### src/rtl/exhaustive_resp_checker_pkg.sv
// Shared definitions for the exhaustive response checker: FSM state
// encoding and the width helper used to size the pattern/hold counters.
package exhaustive_resp_checker_pkg;

  typedef enum logic [1:0] {
    ST_IDLE  = 2'd0,
    ST_APPLY = 2'd1,
    ST_DONE  = 2'd2
  } state_t;

  // Bits needed to count 0..value-1, never less than one bit so that a
  // single-cycle hold still gets a legal (constant zero) counter.
  function automatic int clog2_min1(input int value);
    int width;
    width = 1;
    while ((1 << width) < value) begin
      width++;
    end
    return width;
  endfunction

endpackage

### src/rtl/exhaustive_resp_checker_pattern_sequencer.sv
// Pattern sequencer: walks idx through every N_IN-bit value in ascending
// order, dwelling HOLD cycles on each. compare_now flags the last dwell
// cycle of the current pattern; last_pattern flags the final index.
module pattern_sequencer
  import exhaustive_resp_checker_pkg::*;
#(
  parameter int N_IN = 3,
  parameter int HOLD = 10
) (
  input  logic            clk,
  input  logic            rst,
  input  logic            clear,
  input  logic            enable,
  output logic [N_IN-1:0] idx,
  output logic            compare_now,
  output logic            last_pattern
);

  localparam int                HOLD_W    = clog2_min1(HOLD);
  localparam logic [HOLD_W-1:0] HOLD_LAST = HOLD_W'(HOLD - 1);
  localparam logic [HOLD_W-1:0] HOLD_ONE  = HOLD_W'(1);
  localparam logic [N_IN-1:0]   IDX_LAST  = '1;
  localparam logic [N_IN-1:0]   IDX_ONE   = N_IN'(1);

  logic [HOLD_W-1:0] hold_cnt;

  assign last_pattern = (idx == IDX_LAST);
  assign compare_now  = enable && (hold_cnt == HOLD_LAST);

  // Dwell counter and pattern index; the index advances on the same edge
  // that closes the dwell so the next pattern appears without a gap.
  always_ff @(posedge clk) begin
    if (rst || clear) begin
      idx      <= '0;
      hold_cnt <= '0;
    end else if (enable) begin
      if (hold_cnt == HOLD_LAST) begin
        hold_cnt <= '0;
        if (!last_pattern) begin
          idx <= idx + IDX_ONE;
        end
      end else begin
        hold_cnt <= hold_cnt + HOLD_ONE;
      end
    end
  end

endmodule

### config.mk
export PLATFORM = sky130hd
export DESIGN_NAME = pattern_sequencer
export DESIGN_NICKNAME = d
export VERILOG_FILES = /design/src/rtl/exhaustive_resp_checker_pkg.sv /design/src/rtl/exhaustive_resp_checker_pattern_sequencer.sv
export SDC_FILE = /design/constraint.sdc
export NUM_CORES = 1
export LEC_CHECK = 0
export CAP_MARGIN = 10
export CORE_AREA = 4 4 41 43
export CTS_BUF_LIST = sky130_fd_sc_hd__clkbuf_8
export DETAILED_ROUTE_END_ITERATION = 10
export DIE_AREA = 0 0 45 47
export GPL_TIMING_DRIVEN = 1
export PLACE_DENSITY = 0.45
export SLEW_MARGIN = 30
export SYNTH_ARGS = -nofsm -noshare
export SYNTH_HDL_FRONTEND = slang
export SYNTH_SLANG_ARGS = --single-unit
### constraint.sdc
create_clock -name clk -period 3.11 [get_ports clk]
set_input_delay 0.311 -clock clk [delete_from_list [all_inputs] [get_ports clk]]
set_output_delay 0.311 -clock clk [all_outputs]
set_load 0.01 [all_outputs]
==> results of run 1 <==
==> kinds of logic (layout without fill, tap and decap cells) <==
group / Yosys count / count (layout)
AO/OA/AOI/OAI: 11 / 11
XOR/XNOR: 2 / 2
adder cells (fa/ha/maj): 2 / 2
buffers and inverters: 2 / 13
flip-flops: 7 / 7
AND/OR/NAND/NOR: 16 / 16
==> power by group through the flow <==
stage | Sequential (uW) | Combinational [uW] | Clock (uW)
3_5_place_dp | 94.0 | 9.36 | 0
5_1_grt | 92.7 | 10.3 | 131
2_1_floorplan | 93.6 | 4.53 | 0
3_3_place_gp | 93.9 | 9.20 | 0
4_1_cts | 92.5 | 9.41 | 126
6_report | 92.5 | 9.30 | 121
==> metal layers <==
metal	wire length, um	vias up	part of all wire	global-route usage
met5	0	-	0	0
met4	6	0	0.0084	0.0877
li1	-	166	-	-
met2	319	9	0.45	0.121
met3	55	2	0.077	0.0345
met1	333	153	0.47	0.0890
==> cell type report <==
cell class / instances / area, sq um / share of cell area
Clock buffer: 3 / 41.3 / 0.0833
Clock inverter: 1 / 3.75 / 0.00758
Inverter: 1 / 3.75 / 0.00758
Multi-Input combinational cell: 31 / 208 / 0.419
Sequential cell: 7 / 140 / 0.283
Tap cell: 15 / 18.8 / 0.0379
Timing Repair Buffer: 8 / 80.1 / 0.162
==> how the worst max path moves through the flow <==
stage | from | to | slack (ps) | cells after the start
global placement | enable | compare_now | 1070 | 4
global route | enable | compare_now | 930 | 4
finish | enable | compare_now | 1050 | 4
floorplan | idx[0] | idx[1] | 1880 | 4
detailed placement | enable | compare_now | 1040 | 4
CTS | enable | compare_now | 1040 | 4
==> metrics by stage <==
step	utilization	cell area (sq um)	setup slack (ps)	power (uW)	hold slack (ps)
finish	0.381	495	1050	223	493
global route	0.381	495	927	234	519
CTS	0.381	495	1040	228	501
detailed placement	0.346	450	1040	103	496
global placement	0.346	450	1070	103	492
floorplan	-	355	1880	98.1	448
==> worst reg2reg max path, delay by kind of cell, from the launching register on <==
family	cells	cell delay, ps
AOI/OAI and AO/OA	2	370
adders and majority gates	2	430
DFF	1	330
==> sequential cells by signal (all words and copies together) (netlist names) <==
name      cells
idx           3
hold_cnt      4
==> synthesized netlist by cell type <==
cell	instances	area (sq um)
o21ai_0	2	10.0
clkbuf_1	1	3.75
inv_2	1	3.75
a21oi_2	1	8.76
nand4b_1	1	8.76
nand2_1	2	7.51
o31ai_1	3	22.5
nor2_1	4	15.0
a211o_1	1	8.76
and4b_1	2	20.0
and2b_2	1	8.76
a21oi_1	4	20.0
nand3_1	3	15.0
xnor2_1	2	17.5
dfxtp_1	7	140
nand3b_1	1	7.51
or2_2	1	6.26
ha_1	2	25.0
nor2b_1	1	6.26
==> flow_summary.toml, run 1 <==
[outcome]
outcome = "complete, no violations"

[finish]
layoutNonFillerInstCount = 66
syn_to_final_growth_pct = 39.4
final_cell_mix = "clkdlybuf4s50_1 (8), dfxtp_1 (7), nor2_1 (4), a21oi_1 (4)"
n_fill_cell = 144
layout-drive-gt1-share = 0.137
diodes = 0
fin_nets = 58
layout_commonest_cell = "clkdlybuf4s50_1"

[clock_tree]
cts_hold_buffers = 0
cts.sinks = 7
cts.htree.levels = 1
numCtsBuffers = 3
clock_path_buffers = 2
clock_latency_ps = 220
cts_tree = "done"
clkTransAtPathRegs_ps = 40
ctsResizeCount = 0
cts-root-buf = "clkbuf_8"
cts_setup_buffers = 0

[worst_hold_path]
min_path_cells = 2
min_from = "idx[2]"
whs_endpoint = "idx[2]"
hold_path_class = "reg -> reg"

[global_routing]
grt_max_degree = 9
grt_pass1_wl_um = 1190
gr-total-overflow = 0
grt_pass1_vias = 285
grt_usage = 0.0839
antenna_found_initial = 0

[floorplan]
dieArea_sq_mm = 0.00212
initial_utilization = 0.273
ios = 9
std_cell_rows = 13
die_x_um = 45
die_y_um = 47
core-area_sq_mm = 0.00130

[drt]
drt_pre_antenna_iters = 4
routedWlPerCell_um = 10.8
vias = 330
antenna_left = 0
drt_iter0_drc = 4
drt-vias-per-instance = 5.00
drt-total-wl_um = 714
drc = 0

[critical_path]
slowest_delay_ps = 570
r2r-start = "idx[0]"
path_max_fanout = 6
setup.worst_path.start_class = "input port"
crit_type = "in -> out"
worst-path-buf-inv = 2
crit_path_frequent_cell = "clkdlybuf4s50_1"
cpMaxStageDelayCell = "clkdlybuf4s50_1"
critical-path-top-delay-family = "buffers and inverters"
r2r-end = "idx[0]"
crit_chain = "clkdlybuf4s50_1 -> nand4b_1 -> nor2_1 -> clkdlybuf4s50_1"
required_ps = 2800
r2r_cells = 4
end_kind = "output pin"
rrSetupSlack_ps = 1860
arrival_ps = 1750

[synthesis]
synthSimpleGateAreaFrac = 0.268
synthesis.area_sq_um = 355
synthAdderAreaFrac = 0.0704
synth-seq-cells = 7
synth_cell_types = 19
synth_fp_nets = 46
avgSynthCellArea_sq_um = 8.88
synth-xor-area-share = 0.0493
yosysWarnings = 0
muxShareOfSynthArea = 0
synth-compound-area-share = 0.197
ys_seq_area_frac = 0.394
synth_top_family_by_area = "simple AND/OR/NAND/NOR gates"
synth_cells = 40

[pwr]
swShare = 0.186
p_leak_uw = 0.000182
p_int_uw = 182
power_density_mw_per_mm2 = 451
pwr-share-seq = 0.414
switchingPower_uw = 41.6
peakVddDrop_uv = 182
pwr-share-clk = 0.544
comb_power_share = 0.042

[timing]
max-slew-margin-rel = 0.834
timing.fmax_mhz = 485
rsz0062_at_grt = "no"
final_hold_viol_count = 0
setup_viol = 0
slew_violations = 0
worstMarginPinSlew_ps = 247
min_period_ps = 2060
clock_skew_ps = 1.13
finalCritPeriodShare = 0.663
tns_ps = 0

[place]
dp_hpwl_um = 552
placed_cells = 62
io_buffer_count = 8
finalWeightedCongestion = 0.754

[run]
drv_cap = 0
(Power assumes the default switching activity.)
==> run 2, diff against run 1 <==
PLACE_DENSITY = 0.46   (was 0.45)
clock period = 1.8 ns   (was 3.11 ns; I/O delays follow)
==> run 2 against run 1 <==
  * Combinational power up 96%
  * Critical path depth decreased by 1
  * Routed wire length up 12%
  * Utilization is 2.1 points higher
  * First-iteration DRC count is 75% lower
  * Non-clock buffer count grew 2
  * Clock-buffer cell count unchanged
==> flow_summary.toml, run 2 (synthesized netlist as in run 1, its figures left out) <==
[drt]
drc = 0
routedWlPerCell_um = 11.8
drt_iter0_drc = 1
drt-vias-per-instance = 5.04
drt_pre_antenna_iters = 2
drt-total-wl_um = 801
antenna_left = 0
vias = 343

[floorplan]
die_y_um = 47
ios = 9
die_x_um = 45
core-area_sq_mm = 0.00130
std_cell_rows = 13
dieArea_sq_mm = 0.00212
initial_utilization = 0.273

[clock_tree]
cts.htree.levels = 1
cts-root-buf = "clkbuf_8"
ctsResizeCount = 0
numCtsBuffers = 3
clock_latency_ps = 230
cts_hold_buffers = 0
cts_setup_buffers = 0
clkTransAtPathRegs_ps = 40
clock_path_buffers = 2
cts_tree = "done"
cts.sinks = 7

[critical_path]
crit_chain = "ha_1 -> ha_4 -> clkdlybuf4s50_1"
end_kind = "output pin"
arrival_ps = 1490
slowest_delay_ps = 530
cpMaxStageDelayCell = "clkdlybuf4s50_1"
crit_type = "reg -> out"
path_max_fanout = 5
setup.worst_path.start_class = "flop"
required_ps = 1620
critical-path-top-delay-family = "buffers and inverters"
worst-path-buf-inv = 1

[pwr]
comb_power_share = 0.046
p_leak_uw = 0.000188
p_int_uw = 316
finalPower_uw = 394
power_density_mw_per_mm2 = 753
swShare = 0.198
pwr-share-clk = 0.548
pwr-share-seq = 0.406
peakVddDrop_uv = 304
switchingPower_uw = 78.0

[timing]
rsz0062_at_grt = "no"
min_period_ps = 1670
setup_viol = 0
worstMarginPinSlew_ps = 285
whs_ps = 503
fin_ws_ps = 125
slew_violations = 0
final_hold_viol_count = 0
finalCritPeriodShare = 0.931
max-slew-margin-rel = 0.810
tns_ps = 0
clock_skew_ps = 7.33
timing.fmax_mhz = 597

[finish]
largest_registers = "hold_cnt x4, idx x3"
layout_commonest_cell = "clkdlybuf4s50_1"
diodes = 0
top_register = "hold_cnt"
fin_nets = 60
largest_register_ffs = 4
layout-drive-gt1-share = 0.189
final_cell_mix = "clkdlybuf4s50_1 (8), dfxtp_1 (7), nor2_1 (4), a21oi_1 (4)"
syn_to_final_growth_pct = 47.2

[global_routing]
grt_pass1_vias = 344
gr-total-overflow = 0
grt_pass1_wl_um = 1420
grt_max_degree = 9
antenna_found_initial = 0
grt_usage = 0.0989

[worst_hold_path]
hold_path_class = "reg -> reg"

[run]
drv_cap = 0

[place]
finalWeightedCongestion = 0.786
io_buffer_count = 8
dpl_worst_slack_ps = 157
dp_hpwl_um = 624

[outcome]
outcome = "complete, no violations"
run 2: changes by cell type in the layout (fill, tap and decap cells not counted), sizes merged:
cell and delta:
buf +2
run 2: per-stage QoR:
stage	util	cells	instance area [sq um]
5_1_grt	0.402	68	523
6_report	0.402	68	523
4_1_cts	0.392	68	510
3_3_place_gp	0.358	64	465
3_5_place_dp	0.358	64	465
2_1_floorplan	-	40	355
run 2: layout make-up:
cell class | count | area [sq um]
fill | 142 | 778
clock buffer | 3 | 41.3
tap | 15 | 18.8
multi-input combinational | 31 | 220
inverter | 1 | 3.75
clock inverter | 1 | 3.75
sequential | 7 | 140
timing repair buffer | 10 | 95.1
run 2: layer usage:
| metal | track usage | vias up | part of all wire |
|---|---|---|---|
| met5 | 0 | - | 0 |
| met4 | 0.0819 | 0 | 0.0075 |
| met3 | 0.0345 | 2 | 0.060 |
| met2 | 0.167 | 7 | 0.53 |
| met1 | 0.0982 | 163 | 0.41 |
| li1 | - | 171 | - |
run 2: power groups by stage:
stage / sequential (uW) / clock (uW) / combinational, uW
final: 160 / 216 / 18.2
after global routing: 160 / 225 / 20.3
after CTS: 160 / 219 / 18.5
after detailed placement: 162 / 0 / 18.4
after global placement: 162 / 0 / 17.5
after floorplan: 162 / 0 / 7.82
run 2: path summary, 6_finish.rpt:
| kind | start | endpoint | slack (ps) | cells after the start |
|---|---|---|---|---|
| min | idx[1] | idx[1] | 500 | 2 |
| max reg2reg | idx[0] | idx[0] | 580 | 5 |
| min reg2reg | idx[1] | idx[1] | 500 | 2 |
| max | idx[0] | last_pattern | 130 | 3 |
run 2: worst reg2reg max path, stage by stage (launching register included):
cell      delay (ps)
dfxtp_1          330
ha_1             240
ha_4             190
nor2_1           170
nand3b_1         100
a21oi_1          140
